--- src/rtl/vga_80x60_pkg.sv ---
// Shared types for the 80x60 VGA framebuffer: geometry, packed write address,
// RGB332 pixel and the rectangle-fill state encoding.
package vga_80x60_pkg;

    localparam int COLS = 80;
    localparam int ROWS = 60;
    localparam logic [6:0] COL_LAST = 7'(COLS - 1);
    localparam logic [5:0] ROW_LAST = 6'(ROWS - 1);

    typedef logic [12:0] fb_addr_t;
    typedef logic [7:0]  rgb332_t;

    typedef enum logic [1:0] {
        IDLE = 2'd0,
        FILL = 2'd1,
        FIN  = 2'd2
    } fill_state_t;

    // Row-major with a 128-cell stride: {row[5:0], col[6:0]}.
    function automatic fb_addr_t fb_addr(input logic [5:0] row, input logic [6:0] col);
        return {row, col};
    endfunction

endpackage

--- src/rtl/vga_rect_fill_80x60_if.sv ---
// Command, CPU write-port and framebuffer write-port bundle for the fill engine.
interface vga_rect_fill_80x60_if;
    import vga_80x60_pkg::*;

    // START is a one-cycle request taken only while BUSY=0; a START seen
    // while BUSY=1 is dropped. DONE pulses for one cycle at the end of each
    // accepted command. CPU_WE always wins the framebuffer port that cycle.
    logic        START;
    logic [6:0]  X0;
    logic [5:0]  Y0;
    logic [6:0]  X1;
    logic [5:0]  Y1;
    rgb332_t     COLOR;
    fb_addr_t    CPU_WA;
    rgb332_t     CPU_WD;
    logic        CPU_WE;
    fb_addr_t    FB_WA;
    rgb332_t     FB_WD;
    logic        FB_WE;
    logic        BUSY;
    logic        DONE;
    fill_state_t state;

    modport slave (
        input  START, X0, Y0, X1, Y1, COLOR, CPU_WA, CPU_WD, CPU_WE,
        output FB_WA, FB_WD, FB_WE, BUSY, DONE, state
    );

    modport master (
        output START, X0, Y0, X1, Y1, COLOR, CPU_WA, CPU_WD, CPU_WE,
        input  FB_WA, FB_WD, FB_WE, BUSY, DONE, state
    );

endinterface

--- src/rtl/vga_rect_fill_80x60.sv ---
// Rectangle-fill engine in front of the 80x60 framebuffer write port; writes
// one cell per cycle and yields the port to CPU writes whenever CPU_WE=1.
module vga_rect_fill_80x60
    import vga_80x60_pkg::*;
(
    input  logic                   CLK_50MHz,
    input  logic                   RST_N,
    vga_rect_fill_80x60_if.slave   bus
);

    fill_state_t state, state_nx;
    logic [6:0]  cx, cx_nx, x0_q, x0_nx, x1c_q, x1c_nx;
    logic [5:0]  cy, cy_nx, y1c_q, y1c_nx;
    rgb332_t     color, color_nx;

    logic [6:0]  x1c;
    logic [5:0]  y1c;
    logic        empty;

    // Clip the far corner to the visible area, then reject inverted or off-screen boxes.
    always_comb begin
        x1c   = (bus.X1 > COL_LAST) ? COL_LAST : bus.X1;
        y1c   = (bus.Y1 > ROW_LAST) ? ROW_LAST : bus.Y1;
        empty = (bus.X0 > COL_LAST) || (bus.Y0 > ROW_LAST) ||
                (bus.X0 > x1c)      || (bus.Y0 > y1c);
    end

    always_ff @(posedge CLK_50MHz) begin
        if (!RST_N) begin
            state <= IDLE;
            cx    <= '0;
            cy    <= '0;
            color <= '0;
            x0_q  <= '0;
            x1c_q <= '0;
            y1c_q <= '0;
        end else begin
            state <= state_nx;
            cx    <= cx_nx;
            cy    <= cy_nx;
            color <= color_nx;
            x0_q  <= x0_nx;
            x1c_q <= x1c_nx;
            y1c_q <= y1c_nx;
        end
    end

    always_comb begin
        state_nx = state;
        cx_nx    = cx;
        cy_nx    = cy;
        color_nx = color;
        x0_nx    = x0_q;
        x1c_nx   = x1c_q;
        y1c_nx   = y1c_q;
        case (state)
            IDLE: begin
                if (bus.START) begin
                    color_nx = bus.COLOR;
                    x0_nx    = bus.X0;
                    x1c_nx   = x1c;
                    y1c_nx   = y1c;
                    if (empty) begin
                        state_nx = FIN;
                    end else begin
                        cx_nx    = bus.X0;
                        cy_nx    = bus.Y0;
                        state_nx = FILL;
                    end
                end
            end
            FILL: begin
                // A CPU write owns the port this cycle, so the raster position holds.
                if (!bus.CPU_WE) begin
                    if (cx == x1c_q && cy == y1c_q) begin
                        state_nx = FIN;
                    end else if (cx == x1c_q) begin
                        cx_nx = x0_q;
                        cy_nx = cy + 6'd1;
                    end else begin
                        cx_nx = cx + 7'd1;
                    end
                end
            end
            FIN:     state_nx = IDLE;
            default: state_nx = IDLE;
        endcase
    end

    always_comb begin
        if (bus.CPU_WE || state != FILL) begin
            bus.FB_WA = bus.CPU_WA;
            bus.FB_WD = bus.CPU_WD;
            bus.FB_WE = bus.CPU_WE;
        end else begin
            bus.FB_WA = fb_addr(cy, cx);
            bus.FB_WD = color;
            bus.FB_WE = 1'b1;
        end
        bus.BUSY  = (state != IDLE);
        bus.DONE  = (state == FIN);
        bus.state = state;
    end

endmodule

--- src/flat_wrapper.sv ---
// flat-port wrapper written by rule: the top's interface ports become plain ports
module vga_rect_fill_80x60_flat import vga_80x60_pkg::*;
  (CLK_50MHz, RST_N, bus_START, bus_X0, bus_Y0, bus_X1, bus_Y1, bus_COLOR, bus_CPU_WA, bus_CPU_WD, bus_CPU_WE, bus_FB_WA, bus_FB_WD, bus_FB_WE, bus_BUSY, bus_DONE, bus_state);
  vga_rect_fill_80x60_if bus_i ();
  input  logic CLK_50MHz;
  input  logic RST_N;
  input wire logic [$bits(bus_i.START)-1:0] bus_START;
  input wire logic [$bits(bus_i.X0)-1:0] bus_X0;
  input wire logic [$bits(bus_i.Y0)-1:0] bus_Y0;
  input wire logic [$bits(bus_i.X1)-1:0] bus_X1;
  input wire logic [$bits(bus_i.Y1)-1:0] bus_Y1;
  input wire logic [$bits(bus_i.COLOR)-1:0] bus_COLOR;
  input wire logic [$bits(bus_i.CPU_WA)-1:0] bus_CPU_WA;
  input wire logic [$bits(bus_i.CPU_WD)-1:0] bus_CPU_WD;
  input wire logic [$bits(bus_i.CPU_WE)-1:0] bus_CPU_WE;
  output wire logic [$bits(bus_i.FB_WA)-1:0] bus_FB_WA;
  output wire logic [$bits(bus_i.FB_WD)-1:0] bus_FB_WD;
  output wire logic [$bits(bus_i.FB_WE)-1:0] bus_FB_WE;
  output wire logic [$bits(bus_i.BUSY)-1:0] bus_BUSY;
  output wire logic [$bits(bus_i.DONE)-1:0] bus_DONE;
  output wire logic [$bits(bus_i.state)-1:0] bus_state;
  assign bus_i.START = bus_START;
  assign bus_i.X0 = bus_X0;
  assign bus_i.Y0 = bus_Y0;
  assign bus_i.X1 = bus_X1;
  assign bus_i.Y1 = bus_Y1;
  assign bus_i.COLOR = bus_COLOR;
  assign bus_i.CPU_WA = bus_CPU_WA;
  assign bus_i.CPU_WD = bus_CPU_WD;
  assign bus_i.CPU_WE = bus_CPU_WE;
  assign bus_FB_WA = bus_i.FB_WA;
  assign bus_FB_WD = bus_i.FB_WD;
  assign bus_FB_WE = bus_i.FB_WE;
  assign bus_BUSY = bus_i.BUSY;
  assign bus_DONE = bus_i.DONE;
  assign bus_state = bus_i.state;
  vga_rect_fill_80x60 u_core (.CLK_50MHz(CLK_50MHz), .RST_N(RST_N), .bus(bus_i));
endmodule
--- config.mk ---
export PLATFORM = sky130hd
export DESIGN_NAME = vga_rect_fill_80x60_flat
export DESIGN_NICKNAME = d
export VERILOG_FILES = /design/src/rtl/vga_80x60_pkg.sv /design/src/rtl/vga_rect_fill_80x60_if.sv /design/src/rtl/vga_rect_fill_80x60.sv /design/src/flat_wrapper.sv
export SDC_FILE = /design/constraint.sdc
export NUM_CORES = 1
export LEC_CHECK = 0
export CAP_MARGIN = 10
export CORE_AREA = 2 2 88 90
export CTS_CLUSTER_DIAMETER = 80
export DETAILED_ROUTE_END_ITERATION = 10
export DIE_AREA = 0 0 90 92
export GPL_TIMING_DRIVEN = 0
export PLACE_DENSITY = 0.7
export SYNTH_ARGS = -nofsm -noshare
export SYNTH_HDL_FRONTEND = slang
export SYNTH_SLANG_ARGS = --single-unit
--- constraint.sdc ---
create_clock -name CLK_50MHz -period 5.98 [get_ports CLK_50MHz]
set_input_delay 0.598 -clock CLK_50MHz [delete_from_list [all_inputs] [get_ports CLK_50MHz]]
set_output_delay 0.598 -clock CLK_50MHz [all_outputs]
set_load 0.01 [all_outputs]
**After elaboration in Yosys (flattened, before gate mapping)**

Cells that the tools add are included.

- Register bits: 43
- Bits of input ports: 59

- Add/sub/neg operators: 2
- Magnitude comparators: 6
- Equal/unequal tests: 11
- Mux-type cells: 22
- Reductions and logical operators: 12

Operators by type and width:

| operator | number |
|---|---|
| $mux 7 | 6 |
| $mux 6 | 6 |
| $gt 7x7->1 const B | 2 |
| $pmux 7 s2 | 1 |
| $mux 13 | 1 |
| $gt 6x6->1 const B | 2 |
| $pmux 6 s2 | 1 |
| $mux 2 | 4 |
| $mux 8 | 1 |
| $ne 2x2->1 const B | 4 |
| $add 7x1->7 const B | 1 |
| $eq 7x7->1 | 1 |
| $gt 7x7->1 | 1 |
| $add 6x1->6 const B | 1 |
| $eq 6x6->1 | 1 |
| $gt 6x6->1 | 1 |
| $ne 2x1->1 const B | 3 |
| $reduce_and 6->1 | 1 |
| $reduce_and 5->1 | 1 |
| $logic_or 1x1->1 | 4 |
| $pmux 2 s2 | 1 |
| $reduce_bool 2->1 | 2 |
| $reduce_and 3->1 | 1 |
| $eq 2x1->1 const B | 1 |
| other kinds (5) | 5 |

**Depth between registers and ports, before layout**

- Depth after elaboration: 8
- Gate-level depth with buffers: 9
- Gate-level depth less buffers: 9

**Least setup slack after synthesis**

OpenSTA, ideal clock, no wires.

- Path kind: input-to-reg
- From: input bus_X1[4]
- To: register u_core.cy[0]
- Arrival: 2.296 ns
- Required time: 5.861 ns
- Slack: 3.565 ns
- Stages: 8
- Cell sequence: o21ai_0 nand2b_1 ha_1 nand2_1 a211o_1 a311oi_2 o21ai_4 o221a_1

- Cells in the longest elaborated chain, start to end: 7

Ends and longest elaborated chain:

| element | RTL line | source |
|---|---|---|
| start: declaration | flat_wrapper.sv:10 | `input wire logic [$bits(bus_i.X1)-1:0] bus_X1;` |
| $gt 7x7->1 | vga_rect_fill_80x60.sv:22 | `x1c = (bus.X1 > COL_LAST) ? COL_LAST : bus.X1;` |
| $mux 7 | vga_rect_fill_80x60.sv:22 |  |
| via u_core.x1c[0] | vga_rect_fill_80x60.sv:16 | `logic [6:0] x1c;` |
| $gt 7x7->1 | vga_rect_fill_80x60.sv:25 | `(bus.X0 > x1c) \|\| (bus.Y0 > y1c);` |
| $logic_or 1x1->1 | vga_rect_fill_80x60.sv:24 | `empty = (bus.X0 > COL_LAST) \|\| (bus.Y0 > ROW_LAST) \|\|` |
| $logic_or 1x1->1 | vga_rect_fill_80x60.sv:25 |  |
| $ne 2x2->1 (no line) | - |  |
| $reduce_and 6->1 (no line) | - |  |
| end signal: assignment | vga_rect_fill_80x60.sv:40 | `cy <= cy_nx;` |
| end: declaration | vga_rect_fill_80x60.sv:13 | `logic [5:0] cy, cy_nx, y1c_q, y1c_nx;` |

The timed path passes the listed nets, and every way through them passes these cells.
A chain may end at the register's enable or synchronous reset.

**Final worst setup path**

- From: input bus_CPU_WE
- To: output bus_FB_WD[2]

- Cells in the longest elaborated chain, start to end: 2

Ends and longest elaborated chain:

| element | RTL line | source |
|---|---|---|
| start: declaration | flat_wrapper.sv:15 | `input wire logic [$bits(bus_i.CPU_WE)-1:0] bus_CPU_WE;` |
| $logic_or 1x1->1 | vga_rect_fill_80x60.sv:91 | `if (bus.CPU_WE \|\| state != FILL) begin` |
| $mux 8 | vga_rect_fill_80x60.sv:91 |  |
| end: declaration | flat_wrapper.sv:17 | `output wire logic [$bits(bus_i.FB_WD)-1:0] bus_FB_WD;` |

Every way passes these cells.

==> impl_metrics.yaml <==
min_path:
  min-delay-path-class: "reg2reg"
  hold_path_startpoint: "u_core.color[7]"
setup_path:
  worst_path_largest_cell_delay_ns: 0.61
  cpMaxStageDelayCell: "sky130_fd_sc_hd__clkbuf_1"
  critical_path_depth: 5
  start_kind: "input pin"
  r2r_slack_ns: 3.73
  timing_worst_setup_path_type: "in2out"
  timing.critical_path.buf_inv: 3
  crit_path_max_fanout: 10
  cp-startpoint: "bus_CPU_WE"
  worstPathRequired_ns: 5.38
  cp_data_arrival_time_ns: 2.83
  kind_of_cell_adding_the_most_delay_to_the_critical_path: "buffers and inverters"
  critical_path.reg2reg.endpoint: "u_core.cx[3]"
  crit_chain: "clkdlybuf4s50_1 -> nor2_1 -> clkbuf_1 -> mux2_2 -> clkdlybuf4s50_1"
  critical_path.most_common_cell: "sky130_fd_sc_hd__clkdlybuf4s50_1"
  endpoint_kind: "output pin"
  worstReg2RegStart: "u_core.cx[5]"
  timing.reg2reg.worst_path_depth: 7
  critPathCapture: "bus_FB_WD[2]"
place:
  numPortBuffers: 83
  globalplace.congestion: 0.9161
  detailedPlacementHpwl_um: 6426
power_and_ir_drop:
  p_sw_uw: 272.1
  power.density_cell_area_nw_per_um2: 212.7
  power.leakage_nw: 1.566
  clock_network_fraction_of_design_power_pct: 25.7
  power_switching_share_pct: 32.83
  portion_of_total_power_attributed_to_sequential_cells_pct: 41.3
  internal-power_uw: 556.8
  peakVddDrop_v: 0.00009321
  pwr-share-comb_pct: 33.0
layout:
  drive_above_1_share_pct: 7.763
  count_of_antenna_diodes_in_the_layout: 0
  final_nets: 510
  area_delta_synth_final_pct: 37.29
clocking:
  cts_buffers: 5
  cts_post_setup_buffers_inserted: 0
  postCtsHoldBufs: 0
  clock_path_buffers: 2
  ctsResizeCount: 0
  tritoncts_num_sinks: 43
  root_buffer: "sky130_fd_sc_hd__clkbuf_8"
  clock_insertion_delay_at_the_later_pin_of_the_skew_report_ns: 0.30
  tritoncts_clock_tree: "yes"
  cts-htree-levels: 2
  clkTransAtPathRegs_ns: 0.08
sta:
  finalSetupViolations: 0
  final.hold.worst_slack_ns: 0.4668
  period_share_pct: 57.36
  setup_repair_after_global_routing_missed_its_margin: "false"
  maxClockFrequency_mhz: 291.6
  finalClockSkew_ns: 0.005885
  final_min_period_ns: 3.430
  least_margin_pin_slew_ns: 0.7515
  finalHoldViolations: 0
  timing_max_transition_violations_final: 0
  worst_slew_margin_rel_pct: 49.90
  setup_tns_ns: 0
synthesis:
  yosys_warnings: 0
  synth_area_per_cell_um2: 8.181
  synth_top_cell_area_share_pct: 30.32
  ys_ff_latch: 43
  synthFlopType: "sky130_fd_sc_hd__dfxtp_1"
  synth_cells: 347
  synth_enable_flop_cells: 0
  synthDistinctLibCells: 45
  asyncSetResetFlopFracSynth_pct: 0
  sequential_element_share_of_the_synthesized_area_pct: 30.32
  commonest_cells_in_the_netlist: "sky130_fd_sc_hd__nand2_1 (78), sky130_fd_sc_hd__dfxtp_1 (43), sky130_fd_sc_hd__mux2_2 (21)"
  post-synth-top-count-cell: "sky130_fd_sc_hd__nand2_1"
  post_synth_instance_area_um2: 2839
  synthDominantAreaCellType: "sky130_fd_sc_hd__dfxtp_1"
  synthesis.nets: 420
  ys_top_cells_by_area: "sky130_fd_sc_hd__dfxtp_1 (30%), sky130_fd_sc_hd__nand2_1 (10%), sky130_fd_sc_hd__mux2_2 (8.3%)"
run:
  timing.max_cap.violations: 0
global_route:
  gr-usage-all-layers_pct: 19.72
  largest_net_degree_at_the_start_of_global_routing: 13
  grt-ovfl-total: 0
  grt_antenna_before_repair: 0
  via_count_of_the_first_global_routing_pass: 2700
  wire_length_of_the_first_global_routing_pass_um: 13280
die:
  die_boundary_height_um: 92
  i_o_pin_count: 85
  effective_utilization_at_floorplan_pct: 38.12
  floorplan.die_area_um2: 8280
  core_area_um2: 7447
  std_cell_rows: 32
  overall_die_width_um: 90
detailed_routing:
  route.detailed.drc: 0
  post_drt_via_cell_ratio: 5.185
  drt_first_iter_violations: 141
  drt-wirelength-per-cell_um: 15.18
  postRouteAntennaNets: 0
  drt-pass1-iter-count: 5
  routed_wl_um: 8195
  dr_total_vias: 2800
outcome:
  run_status: "finished clean"
==> sequential cells by signal, summed over array words and instances, names as in the netlist <==
signal and count:
u_core.bus.state 2, u_core.color 8, u_core.cx 7, u_core.cy 6, u_core.x0_q 7, u_core.x1c_q 7
u_core.y1c_q 6
==> how the worst min path moves through the flow <==
| stage | endpoint | slack [ns] | depth (start not counted) |
|---|---|---|---|
| detailed placement | u_core.color[7] | 0.46 | 2 |
| global placement | u_core.color[1] | 0.45 | 2 |
| CTS | u_core.color[2] | 0.47 | 2 |
| floorplan | u_core.x0_q[2] | 0.44 | 2 |
| finish | u_core.color[7] | 0.47 | 2 |
| global route | u_core.color[5] | 0.49 | 2 |
==> power groups by stage <==
stage               logic [mW]  registers [mW]  clock network [mW]
floorplan                0.163           0.340                   0
global placement         0.265           0.348                   0
detailed placement       0.272           0.349                   0
CTS                      0.273           0.342               0.214
global route             0.299           0.347               0.222
finish                   0.274           0.343               0.213
==> cell usage in the layout, fill, tap and decap left out, drive strengths merged, types with 2 or more instances in the layout <==
| master | Yosys | final |
|---|---|---|
| a211o | 2 | 2 |
| a21boi | 20 | 20 |
| a21oi | 5 | 5 |
| a31oi | 2 | 2 |
| and2 | 10 | 10 |
| and3 | 4 | 4 |
| clkbuf | 18 | 26 |
| clkdlybuf4s50 | 0 | 83 |
| dfxtp | 43 | 43 |
| ha | 14 | 14 |
| inv | 8 | 8 |
| mux2 | 21 | 21 |
| mux2i | 12 | 12 |
| nand2 | 78 | 78 |
| nand2b | 4 | 4 |
| nand3 | 6 | 6 |
| nand4 | 6 | 6 |
| nor2 | 12 | 12 |
| nor2b | 6 | 6 |
| nor3 | 7 | 7 |
| o211a | 4 | 4 |
| o211ai | 5 | 5 |
| o21ai | 17 | 17 |
| o221a | 2 | 2 |
| o31ai | 3 | 3 |
| xnor2 | 11 | 11 |
| xor2 | 11 | 11 |
==> per-layer routing <==
metal,routed length [µm],share of wire [%],global-route usage [%],up-vias
met3,619,7.6,4.108,12
met2,3910,48,34.65,119
met1,3566,44,24.65,1278
li1,-,-,-,1391
met4,98,1.2,5.000,0
met5,0,0,0,-
==> worst reg2reg max path: stages (launching register included) <==
cell and delay (ns):
sky130_fd_sc_hd__dfxtp_1 0.44, sky130_fd_sc_hd__xor2_1 0.10, sky130_fd_sc_hd__nor4_1 0.54, sky130_fd_sc_hd__and2_1 0.28, sky130_fd_sc_hd__buf_2 0.25, sky130_fd_sc_hd__nor3_1 0.08
sky130_fd_sc_hd__o31ai_1 0.31, sky130_fd_sc_hd__mux2i_1 0.13
==> metrics by stage <==
stage | util, % | instance area (µm²) | total power, mW | instances | setup slack (ns)
2_1_floorplan | - | 2839 | 0.5029 | 347 | 3.565
3_3_place_gp | 50.99 | 3797 | 0.6131 | 532 | 2.539
3_5_place_dp | 50.99 | 3797 | 0.6210 | 532 | 2.537
4_1_cts | 52.34 | 3897 | 0.8291 | 540 | 2.532
5_1_grt | 52.34 | 3897 | 0.8679 | 540 | 2.394
6_report | 52.34 | 3897 | 0.8289 | 540 | 2.550
==> cell type report <==
class                   count  area (µm²)
repair buffers             83       830.8
multi-input cells         277        1876
inverters                   8       30.03
flip-flops and latches     43       860.8
fillers                   733        3550
well taps                 102       127.6
plain buffers              19       72.57
clock buffers               8       100.1
==> cells by family after synthesis <==
group | Yosys count | share of synthesized area [%]
compound gates | 69 | 18.11
xor+xnor | 22 | 6.787
fa+ha+maj | 14 | 6.170
buf+inv | 27 | 3.614
flops | 43 | 30.32
mux | 33 | 12.56
simple gates | 139 | 22.43
Note: power is estimated with default switching activity, not from simulation.
